### config.mk
export PLATFORM = sky130hd
export DESIGN_NAME = manchester_frame_sync
export DESIGN_NICKNAME = d
export VERILOG_FILES = /design/src/rtl/manchester_frame_sync_pkg.sv /design/src/rtl/manchester_frame_sync_pair_dec.sv /design/src/rtl/manchester_frame_sync.sv
export SDC_FILE = /design/constraint.sdc
export NUM_CORES = 1
export LEC_CHECK = 0
export CELL_PAD_IN_SITES_DETAIL_PLACEMENT = 0
export CELL_PAD_IN_SITES_GLOBAL_PLACEMENT = 1
export CORE_ASPECT_RATIO = 0.7
export CORE_MARGIN = 8
export CORE_UTILIZATION = 40
export DETAILED_ROUTE_END_ITERATION = 10
export PLACE_DENSITY_LB_ADDON = 0.1
export SLEW_MARGIN = 0
export SYNTH_ARGS = -nofsm -noshare
export SYNTH_HDL_FRONTEND = slang
export SYNTH_SLANG_ARGS = --single-unit
### constraint.sdc
create_clock -name i_clk -period 2.86 [get_ports i_clk]
set_input_delay 0.429 -clock i_clk [delete_from_list [all_inputs] [get_ports i_clk]]
set_output_delay 0.429 -clock i_clk [all_outputs]
set_load 0.05 [all_outputs]
### src/rtl/manchester_frame_sync_pkg.sv
// Shared state and chip-slice encodings for the Manchester frame synchroniser.
package manchester_frame_sync_pkg;

  typedef enum logic [1:0] {
    ST_HUNT     = 2'd0,
    ST_PREAMBLE = 2'd1,
    ST_SFD      = 2'd2,
    ST_DATA     = 2'd3
  } state_t;

  typedef enum logic [1:0] {
    ZERO  = 2'b00,
    ONE   = 2'b01,
    ERASE = 2'b10
  } chip_t;

  localparam int SFD_TIMEOUT_BITS = 16;

endpackage

### src/rtl/manchester_frame_sync_pair_dec.sv
// Chip slicer and Manchester pair decoder: (1,0) -> bit 1, (0,1) -> bit 0, else violation.
module manchester_pair_dec
  import manchester_frame_sync_pkg::*;
#(
  parameter int word_width = 2
) (
  input  logic signed [word_width-1:0] chip_first,
  input  logic signed [word_width-1:0] chip_second,
  output logic                         dec_bit,
  output logic                         violation
);

  function automatic chip_t slice(input logic signed [word_width-1:0] s);
    if (s == '0) return ERASE;
    return s[word_width-1] ? ZERO : ONE;
  endfunction

  chip_t first_c;
  chip_t second_c;

  always_comb begin
    first_c   = slice(chip_first);
    second_c  = slice(chip_second);
    dec_bit   = (first_c == ONE);
    violation = (first_c == ERASE) || (second_c == ERASE) || (first_c == second_c);
  end

endmodule

### src/rtl/manchester_frame_sync.sv
// Manchester preamble/SFD frame synchroniser and byte assembler.
// Optional MANCHESTER_ERR_CNT_EN adds a saturating 16-bit violation counter output.
module manchester_frame_sync
  import manchester_frame_sync_pkg::*;
#(
  parameter int         word_width    = 2,
  parameter int         PREAMBLE_BITS = 8,
  parameter logic [7:0] SFD           = 8'hD5,
  parameter int         FRAME_BYTES   = 4
) (
  input  logic                         i_clk,
  input  logic                         i_rst_n,
  input  logic                         i_valid,
  input  logic signed [word_width-1:0] i_data,
  input  logic signed [word_width-1:0] i_data_d1,
  output logic [7:0]                   o_byte,
  output logic                         o_byte_valid,
  output logic                         o_frame_done,
  output logic                         o_err,
  output logic                         o_locked
`ifdef MANCHESTER_ERR_CNT_EN
  ,
  output logic [15:0]                  o_err_cnt
`endif
);

  localparam int PB_W  = $clog2(PREAMBLE_BITS + 1);
  localparam int CNT_W = (PB_W > 5) ? PB_W : 5;
  localparam int BC_W  = (FRAME_BYTES > 1) ? $clog2(FRAME_BYTES) : 1;

  state_t           state, state_nx;
  logic             phase, phase_nx;
  logic [CNT_W-1:0] cnt, cnt_nx;
  logic [BC_W-1:0]  byte_cnt, byte_cnt_nx;
  logic             prev_bit, prev_nx;
  logic [7:0]       sr, sr_nx, shifted;
  logic [7:0]       byte_nx;
  logic             bv_nx, fd_nx, err_nx;
  logic             eval, go_hunt;
  logic             dec_bit, violation;

  manchester_pair_dec #(.word_width(word_width)) u_pair_dec (
    .chip_first (i_data_d1),
    .chip_second(i_data),
    .dec_bit    (dec_bit),
    .violation  (violation)
  );

  // HUNT checks every valid chip; once aligned only every second one closes a pair.
  always_comb begin
    state_nx    = state;
    phase_nx    = phase;
    cnt_nx      = cnt;
    byte_cnt_nx = byte_cnt;
    prev_nx     = prev_bit;
    sr_nx       = sr;
    byte_nx     = o_byte;
    bv_nx       = 1'b0;
    fd_nx       = 1'b0;
    err_nx      = 1'b0;
    go_hunt     = 1'b0;
    shifted     = {dec_bit, sr[7:1]};
    eval        = i_valid && ((state == ST_HUNT) || phase);

    if (i_valid && (state != ST_HUNT)) phase_nx = ~phase;

    if (eval) begin
      case (state)
        ST_HUNT: begin
          if (!violation) begin
            state_nx = ST_PREAMBLE;
            cnt_nx   = CNT_W'(1);
            prev_nx  = dec_bit;
            phase_nx = 1'b0;
          end
        end
        ST_PREAMBLE: begin
          if (violation || (dec_bit == prev_bit)) begin
            go_hunt = 1'b1;
          end else begin
            prev_nx = dec_bit;
            if (cnt == CNT_W'(PREAMBLE_BITS - 1)) begin
              state_nx = ST_SFD;
              cnt_nx   = '0;
              sr_nx    = '0;
            end else begin
              cnt_nx = cnt + CNT_W'(1);
            end
          end
        end
        ST_SFD: begin
          if (violation) begin
            go_hunt = 1'b1;
          end else begin
            sr_nx = shifted;
            if (shifted == SFD) begin
              state_nx = ST_DATA;
              cnt_nx   = '0;
            end else if (cnt == CNT_W'(SFD_TIMEOUT_BITS - 1)) begin
              go_hunt = 1'b1;
            end else begin
              cnt_nx = cnt + CNT_W'(1);
            end
          end
        end
        default: begin
          if (violation) begin
            err_nx  = 1'b1;
            go_hunt = 1'b1;
          end else begin
            sr_nx = shifted;
            if (cnt == CNT_W'(7)) begin
              byte_nx = shifted;
              bv_nx   = 1'b1;
              cnt_nx  = '0;
              if (byte_cnt == BC_W'(FRAME_BYTES - 1)) begin
                fd_nx   = 1'b1;
                go_hunt = 1'b1;
              end else begin
                byte_cnt_nx = byte_cnt + BC_W'(1);
              end
            end else begin
              cnt_nx = cnt + CNT_W'(1);
            end
          end
        end
      endcase
    end

    if (go_hunt) begin
      state_nx    = ST_HUNT;
      phase_nx    = 1'b0;
      cnt_nx      = '0;
      byte_cnt_nx = '0;
    end
  end

  always_ff @(posedge i_clk or negedge i_rst_n) begin
    if (!i_rst_n) begin
      state        <= ST_HUNT;
      phase        <= 1'b0;
      cnt          <= '0;
      byte_cnt     <= '0;
      o_byte       <= 8'h00;
      o_byte_valid <= 1'b0;
      o_frame_done <= 1'b0;
      o_err        <= 1'b0;
    end else begin
      state        <= state_nx;
      phase        <= phase_nx;
      cnt          <= cnt_nx;
      byte_cnt     <= byte_cnt_nx;
      o_byte       <= byte_nx;
      o_byte_valid <= bv_nx;
      o_frame_done <= fd_nx;
      o_err        <= err_nx;
    end
  end

  // Shift register and last bit are always rewritten before use, so they carry no reset.
  always_ff @(posedge i_clk) begin
    sr       <= sr_nx;
    prev_bit <= prev_nx;
  end

  assign o_locked = (state == ST_SFD) || (state == ST_DATA);

`ifdef MANCHESTER_ERR_CNT_EN
  always_ff @(posedge i_clk or negedge i_rst_n) begin
    if (!i_rst_n)                             o_err_cnt <= '0;
    else if (err_nx && (o_err_cnt != 16'hFFFF)) o_err_cnt <= o_err_cnt + 16'd1;
  end
`endif

endmodule

Yosys cells after proc, flatten, opt, wreduce, memory -nomap -nowiden
Index checks and enable logic that the tools add are counted.
{"block": "op_classes", "addsub": 2, "n_eq_ne": 26, "mux": 63, "n_bitwise": 4, "n_reduce_logical": 22}
{"cell": "2-to-1 mux 5 bit", "count": 9}
{"cell": "2-to-1 mux 2 bit", "count": 17}
{"cell": "2-to-1 mux 1 bit", "count": 29}
{"cell": "2-to-1 mux 8 bit", "count": 3}
{"cell": "one-hot mux 8 bit (2 select lines)", "count": 1}
{"cell": "inequality test 3 bit, second input constant", "count": 5}
{"cell": "one-hot mux 5 bit (3 select lines)", "count": 1}
{"cell": "== test 2 bit, second input constant", "count": 5}
{"cell": "inequality test 2 bit, second input constant", "count": 5}
{"cell": "AND reduction 5 bit", "count": 2}
{"cell": "== test 8 bit, second input constant", "count": 1}
{"cell": "AND reduction 4 bit", "count": 2}
{"cell": "nonzero test 2 bit", "count": 4}
{"cell": "AND reduction 7 bit", "count": 1}
{"cell": "logical NOT 2 bit", "count": 3}
{"cell": "one-hot mux 2 bit (3 select lines)", "count": 1}
{"cell": "AND reduction 6 bit", "count": 1}
{"cell": "adder 5 x 1 -> 5 bit, second input constant", "count": 1}
{"cell": "== test 5 x 3 -> 1 bit, second input constant", "count": 1}
{"cell": "== test 5 x 4 -> 1 bit, second input constant", "count": 1}
{"cell": "logical OR 1 bit", "count": 5}
{"cell": "== test 2 x 1 -> 1 bit, second input constant", "count": 2}
{"cell": "inequality test 2 x 1 -> 1 bit, second input constant", "count": 2}
{"cell": "inequality test 4 bit, second input constant", "count": 1}
{"cell": "other kinds (10)", "count": 14}
{"block": "totals", "reg_bits": 30, "inputBits": 7, "output_inout_bits": 12, "wordCells": 127}

Longest topological paths before layout
{"block": "depth", "word_depth": 12, "mapped_depth": 9, "depth_no_buf": 7}

By module
A second synthesis with hierarchy kept.
{"block": "hier_totals", "cells_unflattened": 137, "hier_area_um2": 1602.8}
{"module": "manchester_frame_sync", "n_inst": 1, "cells_per_inst": 130, "area_each_um2": 1536.5, "seq_area_each_um2": 765.7}
{"module": "manchester_pair_dec", "n_inst": 1, "cells_per_inst": 7, "area_each_um2": 66.3, "seq_area_each_um2": 0.0}

Least setup slack after synthesis
No wires, ideal clock.
{"block": "synth_timing", "path_type": "register to register", "from": "reg state[0]", "to": "reg byte_cnt[1]", "setup_ps": 119, "arrival_ps": 2192, "required_ps": 2741, "slack_ps": 550, "path_stages_with_launch": 9, "path_buffers": 1, "period_less_slack_ps": 2310, "cell_sequence": "dfrtp_1 inv_1 ha_1 buf_2 o21ai_0 a2111oi_2 nor2b_1 mux2i_1 nor2_1"}
{"block": "synth_between", "elab_chain_len": 6, "elab_cells_between_ends": 15, "classes_between": "5 x eq/ne; 3 x mux; 7 x reduce/logical"}
{"element": "start: declaration", "line_no": "manchester_frame_sync.sv:31", "rtl": "state_t state, state_nx;"}
{"element": "start signal: assignment", "line_no": "manchester_frame_sync.sv:149", "rtl": "state <= state_nx;"}
{"element": "parallel branches: the longest is 6 deep, another holds AND reduction 5 bit"}
{"element": "end signal: assignment", "line_no": "manchester_frame_sync.sv:152", "rtl": "byte_cnt <= byte_cnt_nx;"}
{"element": "end: declaration", "line_no": "manchester_frame_sync.sv:34", "rtl": "logic [BC_W-1:0] byte_cnt, byte_cnt_nx;"}
Several ways; the timed one is not identified.
A chain may end at the register's enable or synchronous reset.

Final worst setup path
{"block": "layout_timing", "from": "reg state[0]", "to": "out o_locked"}
{"block": "layout_between", "elab_chain_len": 2, "elab_cells_between_ends": 3, "classes_between": "2 x eq/ne; 1 x reduce/logical"}
{"element": "== test 2 bit", "line_no": "manchester_frame_sync.sv:166", "rtl": "assign o_locked = (state == ST_SFD) || (state == ST_DATA);"}
{"element": "logical OR 1 bit *", "line_no": "manchester_frame_sync.sv:166"}
{"element": "end: declaration", "line_no": "manchester_frame_sync.sv:20", "rtl": "output logic o_locked"}
Every way passes the cells marked *; elsewhere a longest branch is shown, timed or not.

==> results.yml <==
run_status:
  result_of_the_run: "finished, final reports clean"
power_and_ir_drop:
  comb_pwr_share_pct: 44.0
  p_per_area_nw_per_um2: 817
  pwr-share-clk_pct: 20.2
  p_int_w: 0.000945
  p_seq_share_pct: 35.9
  switching_share_pct: 39.5
  vdd.ir_drop.worst_uv: 376
  p_leak_nw: 0.817
  power.net_switching_w: 0.000617
synth:
  prevailing_post_synth_register_cell: "dfrtp_1"
  synth_sequential_area_ratio_pct: 48.6
  netlist_area_um2: 1580
  synth.mux.area_fraction_pct: 8.49
  post_synthesis_share_of_cell_area_spent_on_full_adders_half_adders_and_majority_gates_pct: 6.35
  yosys_register_bits: 29
  yosys_warnings: 0
  post_synth_inst_count: 142
  asyncSetResetFlopFracSynth_pct: 72.4
  synth_fp_nets: 157
  syn-mean-instance-area_um2: 11.1
  synth_enable_flop_cells: 8
  netlist-cell-type-count: 44
  post_synth_xor_area_fraction_pct: 0.556
  synth_top_family_by_area: "simple AND/OR/NAND/NOR gates"
  basic_gate_share_of_the_synthesized_area_counting_and_or_nand_and_nor_cells_pct: 19.8
  synth_compound_gate_area_share_pct: 12.3
sta:
  finalWorstPathRequiredPeriod_ns: 2.56
  timing.clock.skew_ns: 0.00763
  finalWorstSetupSlack_ns: 0.300
  report.final.hold_viol_count: 0
  setup_viol: 0
  timing.final.max_slew_violations: 0
  tightestPinTransition_ns: 0.519
  maxSlewHeadroom_pct: 65.3
  fin_crit_sh_pct: 89.5
  totalNegativeSetupSlack_ns: 0
  fmaxAchievable_ghz: 0.391
  rsz0062_at_grt: "false"
global_route:
  met1_resource_use_gr_pct: 17.8
  antenna_found_initial: 0
  grt.met2_usage_pct: 17.4
  first_pass_grt_wire_length_um: 6020
  grt.overflow.total: 0
  grt.met3_usage_pct: 4.32
  grt_pass1_vias: 1168
  grt_usage_pct: 12.4
  grt_max_degree: 22
  grt-busiest-layer: "met1"
worst_setup_path:
  worstSetupPathType: "reg -> out"
  crit_path_top_delay_cell: "clkdlybuf4s50_1"
  timing.critical_path.from_type: "flip-flop"
  critical_path_at_ns: 2.13
  critical_path_required_ns: 2.43
  critPathMaxFanout: 6
  worst_path_most_repeated_cell: "inv_1"
  cp_cell_sequence: "inv_1, ha_1, inv_1, nand2_1, clkdlybuf4s50_1"
  worst_path_largest_cell_delay_ns: 0.81
  critical_path.top_delay_family: "buffers and inverters"
  worst-path-buf-inv: 3
  crit_path_end_kind: "output port"
cts:
  number_of_buffers_added_by_the_clock_tree_synthesis_step: 5
  later_pin_clock_latency_in_the_skew_report_ns: 0.27
  cts_max_path_buffers: 2
  post-cts-setup-buffer-count: 0
  number_of_clock_sinks: 29
  htree_num_levels: 2
  cts-root-buf: "clkbuf_8"
  tritoncts: "done"
  hold_buffers: 0
  clk_pin_slew_ns: 0.07
  post_cts_resized: 0
finish:
  drive_gt1_share_pct: 14.8
  n_fill_cell: 360
  design.final.nets: 183
  num_antenna_cells: 0
  area_delta_synth_final_pct: 21.3
  most-common-layout-cells: "21 x dfrtp_1, 18 x clkdlybuf4s50_1, 11 x inv_1, 11 x nor2_1, 11 x mux2_2"
  post-route-cell-area_um2: 1910
  mostFrequentLayoutCell: "dfrtp_1"
detailed_routing:
  wire_per_inst_um: 16.9
  drt-initial-drc-count: 180
  route.detailed.vias_per_inst: 5.47
  drc: 0
  ant_nets: 0
  totalWireLength_um: 3740
  vias_post_dr: 1208
  drtPass1Iterations: 4
placement:
  detailedPlace.worstSlack_ns: 0.174
  hpwlAfterDp_um: 2770
  dpl-instance-area_um2: 1830
  routabilityCongestion: 0.812
  numPortBuffers: 18
die:
  chip_width_um: 91.0
  floorplan.die_area_um2: 6240
  boundaryPins: 19
  placeableCoreArea_um2: 3850
  die_height_um: 68.5
  cell_rows: 19
  initial_standard_cell_utilization_of_the_core_pct: 40.9
worst_hold_path:
  hold_class: "in -> async"
job:
  maxCapViolations: 0
-- worst paths after layout --
kind / start / endpoint / slack, ns / cells past startpoint
worst min register to register: o_byte[7] / o_byte[7] / 0.51 / 1
max in group asynchronous: i_rst_n / o_byte[7] / 2.13 / 2
worst min-delay path: i_rst_n / o_byte[4] / 0.50 / 2
worst max-delay path: state[0] / o_locked / 0.30 / 5
worst max register to register: state[1] / cnt[1] / 0.45 / 7
min in group i_clk: o_byte[7] / o_byte[7] / 0.51 / 1
-- logic make-up after synthesis --
kind of cell	after synthesis
buffers and inverters	14
xor gates and xnor gates	1
adders and majority gates	8
and+or+nand+nor	53
DFF	29
muxes	12
AOI/OAI and AO/OA	25
-- synthesized netlist by cell type (3+ instances only) --
| master | instances | area, um^2 |
|---|---|---|
| o311ai_0 | 3 | 26.3 |
| inv_1 | 11 | 41.3 |
| nand2_1 | 10 | 37.5 |
| nor2b_1 | 8 | 50.1 |
| edfxtp_1 | 8 | 240 |
| a21oi_1 | 3 | 15.0 |
| dfrtp_1 | 21 | 526 |
| mux2_2 | 11 | 124 |
| o21ai_0 | 5 | 25.0 |
| ha_1 | 8 | 100 |
| or4_1 | 4 | 30.0 |
| nor2_1 | 11 | 41.3 |
-- per-stage QoR --
| step | power, W | hold slack, ns | std cells | util (%) |
|---|---|---|---|---|
| 2_1_floorplan | 0.00106 | 0.133 | 142 | - |
| 3_3_place_gp | 0.00122 | 0.488 | 213 | 47.6 |
| 3_5_place_dp | 0.00124 | 0.497 | 213 | 47.6 |
| 4_1_cts | 0.00156 | 0.502 | 221 | 49.6 |
| 5_1_grt | 0.00167 | 0.512 | 221 | 49.6 |
| 6_report | 0.00156 | 0.504 | 221 | 49.6 |
-- flip-flops by register name (all words and copies together) (netlist names) --
signal        cells
prev_bit          1
cnt               5
phase             1
o_err             1
o_byte            8
state             2
byte_cnt          2
o_frame_done      1
sr                7
o_byte_valid      1
-- routing by layer --
metal | part of all wire (%) | routed length [um]
met3 | 7.2 | 270
met5 | 0 | 0
met2 | 41 | 1550
met4 | 0.46 | 17
met1 | 51 | 1900
-- layout make-up --
type | instances | area [um^2] | share of cell area (%)
flip-flops and latches | 29 | 766 | 40.1
multi-input cells | 99 | 749 | 39.2
repair buffers | 22 | 210 | 11.0
clock buffers | 7 | 76.3 | 3.99
well taps | 52 | 65.1 | 3.40
inverters | 11 | 41.3 | 2.16
clock inverters | 1 | 3.75 | 0.196
-- power by group through the flow --
stage | sequential [W] | combinational (W) | clock, W
finish | 0.000560 | 0.000686 | 0.000315
floorplan | 0.000567 | 0.000495 | 0
CTS | 0.000560 | 0.000679 | 0.000326
global placement | 0.000565 | 0.000660 | 0
detailed placement | 0.000567 | 0.000677 | 0
global route | 0.000571 | 0.000756 | 0.000344
No activity file was read; power rests on OpenSTA's default activity.
